===== src/rtl/dmem_arbiter.sv =====
// Round-robin arbiter sharing one single-port, byte-masked data memory between two masters.
// Define DMEM_ARB_STATS_EN to add grant/conflict counters (stat_gnt0, stat_gnt1, stat_conflict).
module dmem_arbiter #(
  parameter int unsigned ADDR_W    = 30,
  parameter logic        INIT_LAST = 1'b1
) (
  input  logic              clk,
  input  logic              resetn,
  input  logic              m0_valid,
  input  logic [ADDR_W-1:0] m0_addr,
  input  logic [31:0]       m0_wdata,
  input  logic [3:0]        m0_wmask,
  output logic              m0_ready,
  output logic [31:0]       m0_rdata,
  input  logic              m1_valid,
  input  logic [ADDR_W-1:0] m1_addr,
  input  logic [31:0]       m1_wdata,
  input  logic [3:0]        m1_wmask,
  output logic              m1_ready,
  output logic [31:0]       m1_rdata,
  output logic [ADDR_W-1:0] mem_addr,
  output logic [31:0]       mem_wdata,
  output logic [3:0]        mem_wmask,
  input  logic [31:0]       mem_rdata
`ifdef DMEM_ARB_STATS_EN
  ,
  output logic [31:0]       stat_gnt0,
  output logic [31:0]       stat_gnt1,
  output logic [31:0]       stat_conflict
`endif
);

  typedef enum logic [1:0] {
    IDLE = 2'd0,
    EXEC = 2'd1,
    RESP = 2'd2
  } state_e;

  state_e              state_q;
  logic                last_q;
  logic                gnt_q;
  logic [ADDR_W-1:0]   req_addr_q;
  logic [31:0]         req_wdata_q;
  logic [3:0]          req_wmask_q;
  logic                m0_ready_q;
  logic                m1_ready_q;
  logic [31:0]         m0_rdata_q;
  logic [31:0]         m1_rdata_q;

  logic                elig0;
  logic                elig1;
  logic                req0;
  logic                req1;
  logic                capture;
  logic                win_d;
  logic [ADDR_W-1:0]   cap_addr_d;
  logic [31:0]         cap_wdata_d;
  logic [3:0]          cap_wmask_d;

  // A port just acknowledged in RESP may still hold valid, so only the other port may bid there.
  always_comb begin
    elig0       = (state_q == IDLE) || ((state_q == RESP) && gnt_q);
    elig1       = (state_q == IDLE) || ((state_q == RESP) && !gnt_q);
    req0        = m0_valid && elig0;
    req1        = m1_valid && elig1;
    capture     = req0 || req1;
    win_d       = (req0 && req1) ? !last_q : req1;
    cap_addr_d  = win_d ? m1_addr  : m0_addr;
    cap_wdata_d = win_d ? m1_wdata : m0_wdata;
    cap_wmask_d = win_d ? m1_wmask : m0_wmask;
  end

  always_ff @(posedge clk or negedge resetn) begin
    if (!resetn) begin
      state_q     <= IDLE;
      last_q      <= INIT_LAST;
      gnt_q       <= 1'b0;
      req_addr_q  <= '0;
      req_wdata_q <= '0;
      req_wmask_q <= '0;
      m0_ready_q  <= 1'b0;
      m1_ready_q  <= 1'b0;
      m0_rdata_q  <= '0;
      m1_rdata_q  <= '0;
    end else begin
      m0_ready_q <= 1'b0;
      m1_ready_q <= 1'b0;
      case (state_q)
        IDLE, RESP: begin
          if (capture) begin
            state_q     <= EXEC;
            gnt_q       <= win_d;
            last_q      <= win_d;
            req_addr_q  <= cap_addr_d;
            req_wdata_q <= cap_wdata_d;
            req_wmask_q <= cap_wmask_d;
          end else begin
            state_q <= IDLE;
          end
        end
        EXEC: begin
          state_q <= RESP;
          if (gnt_q) begin
            m1_ready_q <= 1'b1;
            m1_rdata_q <= mem_rdata;
          end else begin
            m0_ready_q <= 1'b1;
            m0_rdata_q <= mem_rdata;
          end
        end
        default: state_q <= IDLE;
      endcase
    end
  end

  // Address and data stay parked on the last request; only the strobe is gated by EXEC.
  assign mem_addr  = req_addr_q;
  assign mem_wdata = req_wdata_q;
  assign mem_wmask = (state_q == EXEC) ? req_wmask_q : 4'b0000;

  assign m0_ready  = m0_ready_q;
  assign m1_ready  = m1_ready_q;
  assign m0_rdata  = m0_rdata_q;
  assign m1_rdata  = m1_rdata_q;

`ifdef DMEM_ARB_STATS_EN
  logic [31:0] stat_gnt0_q;
  logic [31:0] stat_gnt1_q;
  logic [31:0] stat_conflict_q;

  always_ff @(posedge clk or negedge resetn) begin
    if (!resetn) begin
      stat_gnt0_q     <= '0;
      stat_gnt1_q     <= '0;
      stat_conflict_q <= '0;
    end else if (capture) begin
      if (win_d) stat_gnt1_q <= stat_gnt1_q + 32'd1;
      else       stat_gnt0_q <= stat_gnt0_q + 32'd1;
      if (req0 && req1) stat_conflict_q <= stat_conflict_q + 32'd1;
    end
  end

  assign stat_gnt0     = stat_gnt0_q;
  assign stat_gnt1     = stat_gnt1_q;
  assign stat_conflict = stat_conflict_q;
`endif

endmodule

===== config.mk =====
export PLATFORM = sky130hd
export DESIGN_NAME = dmem_arbiter
export DESIGN_NICKNAME = d
export VERILOG_FILES = /design/src/rtl/dmem_arbiter.sv
export SDC_FILE = /design/constraint.sdc
export NUM_CORES = 1
export LEC_CHECK = 0
export ABC_AREA = 1
export ABC_CLOCK_PERIOD_IN_PS = 1400
export BUFFER_PORTS_ARGS = -buffer_cell sky130_fd_sc_hd__clkbuf_2
export CORE_ASPECT_RATIO = 1.75
export CORE_UTILIZATION = 47
export CTS_CLUSTER_SIZE = 10
export DETAILED_ROUTE_END_ITERATION = 12
export GPL_TIMING_DRIVEN = 1
export PLACE_DENSITY = 0.81
export SYNTH_ARGS = -nofsm -noshare
export SYNTH_HDL_FRONTEND = slang
export SYNTH_SLANG_ARGS = --single-unit

===== constraint.sdc =====
create_clock -name clk -period 1.4 [get_ports clk]
set_input_delay 0.21 -clock clk [delete_from_list [all_inputs] [get_ports clk]]
set_output_delay 0.21 -clock clk [all_outputs]
set_load 0.01 [all_outputs]

==> metrics.txt <==
First DRT Iteration DRCs 400; Clock power frac 0.203; Worst IR Drop VDD 1.32 mV; vias in the first global route 6,691; Top cell by count, worst path buf_12; layout cells sized above 1 0.423; fin crit share 1.19; Worst Path Arrival 1.96 ns; Worst Max-Slew Pin Slew 0.347 ns; Routed Antenna Nets 0; Synth Flop Type dfrtp_1; net switching power 10,200 µW; first-pass GRT wire length 32,300 µm; chip width 90.1 µm; row count 56; Synth area leaders dfrtp_1, nand2_1, nand3_1, inv_1, o21ai_0; worst-path cell chain inv_2 -> nand2_2 -> nor2_4 -> buf_12 -> buf_12 -> buf_12 -> buf_16 -> nand3_2 -> nand3_2 -> nand2_1; Min Clock Period, post-route 1.67 ns; Hold Crit Class input pin to flop; I/O Buffers 299; Yosys top cell area share 0.529; post-synth net total 1,007; relative slew slack 0.769; Final Setup Violations 72; combinational share of power 0.513; Crit Path Category flop to flop; GPL Wtd Cong 0.861; Cells after DPL 1,284; Yosys warnings 0; Max Cap Viol 0; Fillers 909; crit path to mem_addr[8]; Fmax 598 MHz; initial antenna violation count 0; cell-internal power 15,100 µW; gr ovfl total 0; RSZ-0062 raised after global routing yes; Max stage delay on crit path 0.40 ns; Post-Syn Area 6380 µm²; Synth Area in Adders 0; die area 14,100 µm²; Antenna diodes 0; Inserted Clock Buffers 17; sequential power share 0.284; DRC viols 0; area grow syn2layout 60.8%; leakage power 0.00605 µW; clk slew on worst S/H paths 0.06 ns; simple-gate area share of the yosys netlist 0.272; mux cell area share after synthesis 0; CTS tree yes; Compound-Gate Fraction of Synth Area 0.0510; Core ar. 13,300 µm²; Synth area leader dfrtp_1; nets@finish 1,334; worst r2r src state_q[0]; FF-to-FF setup slack -0.27 ns; Mapped Cells 839; Detailed Place HPWL 12,600 µm; endpoint type of the worst setup path flop; Crit-path slowest cell dfrtp_1; Seq/Total Area, Yosys 0.534; H-tree depth 4; CTS Buffer Depth 2; Worst setup startpoint state_q[0]; Crit Path Max Fanout 6; Root Driver clkbuf_16; final wirelength 24,000 µm; cell area after layout 10,300 µm²; top cells by count, synth nand2_1, inv_1, dfrtp_1; Pwr Density 2460 nW/µm²; I/O pin cnt 300; Worst-Skew Late Latency 0.41 ns; Reg2Reg Depth 10; largest net degree at the start of global routing 66; sw frac 0.404; XOR/XNOR Fraction of Synth Area 0; failing checks setup timing; Synth Register Bits 136; RR Endpoint mem_addr[8]; pins over their slew limit 0; Clock Sinks 136; area post-placement 8190 µm²; Worst Path Required 1.69 ns; Final Hold Violating Endpoints 0; Post-Syn Area per Cell 7.61 µm²; status finished, violations left; chip height 156 µm; Non-Filler Instances 1,352; Post-synth EDFFs 0; Vias 7,062; Final Util 0.771; Async SR Flop Fraction 1.00; WL/cell 17.7 µm; Worst Setup Start Kind flop; largest family of logic cells by synthesized area simple AND/OR/NAND/NOR gates; Synth cell types 17; total global routing track utilization 0.295; drt pass-1 iters 5; via/cell ratio 5.22; Initial Util 0.479; clk_skew 0.00776 ns; most frequent cell after synthesis nand2_1; final worst setup slack -0.271 ns
==> registers in the layout, summed over array words and instances, names as in the netlist <==
| register | cells |
|---|---|
| gnt_q | 1 |
| last_q | 1 |
| m0_rdata | 32 |
| m0_ready | 1 |
| m1_rdata | 32 |
| m1_ready | 1 |
| mem_addr | 30 |
| mem_wdata | 32 |
| req_wmask_q | 4 |
| state_q | 2 |
==> power by group through the flow <==
stage	registers, µW	logic [µW]	clock network [µW]
detailed placement	7120	8820	0
floorplan	7860	4210	0
CTS	7100	10900	5190
global placement	7090	8560	0
global route	7370	13900	5390
finish	7180	13000	5120
==> logic make-up (layout without fill, tap and decap cells) <==
logic type,after synthesis,after routing
AOI/OAI and AO/OA,65,65
buffers and inverters,226,565
DFF,136,136
and+or+nand+nor,412,412
==> worst min path at each step <==
| stage | start | to | slack (ns) | cells past startpoint |
|---|---|---|---|---|
| finish | mem_rdata[17] | m1_rdata[17] | 0.04 | 3 |
| CTS | mem_rdata[27] | m0_rdata[27] | 0.03 | 3 |
| global placement | resetn | mem_addr[0] | 0.12 | 1 |
| floorplan | resetn | gnt_q | -0.09 | 0 |
| detailed placement | resetn | mem_addr[0] | 0.12 | 1 |
| global route | mem_rdata[9] | m1_rdata[9] | 0.04 | 3 |
==> layout make-up <==
class	count	area, µm²	area share
clock buffers	17	425	0.0415
clock inverters	14	245	0.0239
inverters	177	682	0.0665
multi-input cells	477	2580	0.252
flip-flops and latches	136	3400	0.332
well taps	174	218	0.0212
repair buffers	357	2700	0.264
==> worst max-delay path, delay by kind of cell, from the launching register on <==
family,cells,cell delay (ns)
flip-flops,1,0.40
AND/OR/NAND/NOR,5,0.54
buffers and inverters,5,0.61
==> through the flow <==
step	TNS (ns)	power, µW	worst slack (ns)	hold slack (ns)
detailed placement	-0.00559	15900	-0.00328	0.120
CTS	-2.97	23200	-0.0956	0.0336
finish	-10.19	25300	-0.271	0.0448
global placement	0	15700	0.0139	0.119
global route	-12.50	26600	-0.288	0.0414
floorplan	0	12100	0.106	-0.0856
==> routing by layer <==
metal  global-route usage  up-vias  routed length (µm)
met5                    0        -                   0
met4                0.189        0                1900
met3               0.0619      153                2110
met2                0.531      499               12300
met1                0.310     3221                7680
li1                     -     3189                   -
==> timing repair <==
item	CTS	global route
gates cloned	12	14
setup buffers	12	0
hold buffers	1	0
gates resized for setup	62	90
setup endpoints to repair	61	72
endpoints found under the hold margin	28	0
pin swaps	36	74
==> cell usage in the layout, fill, tap and decap left out, drive strengths merged, types with 4 or more instances in the layout <==
cell type / count
buf: 49
nand3: 133
dfrtp: 135
inv: 180
clkinv: 4
clkbuf: 324
nor2: 7
nand2: 272
o21ai: 65
bufinv: 6
Power figures use the tool's default switching activity.
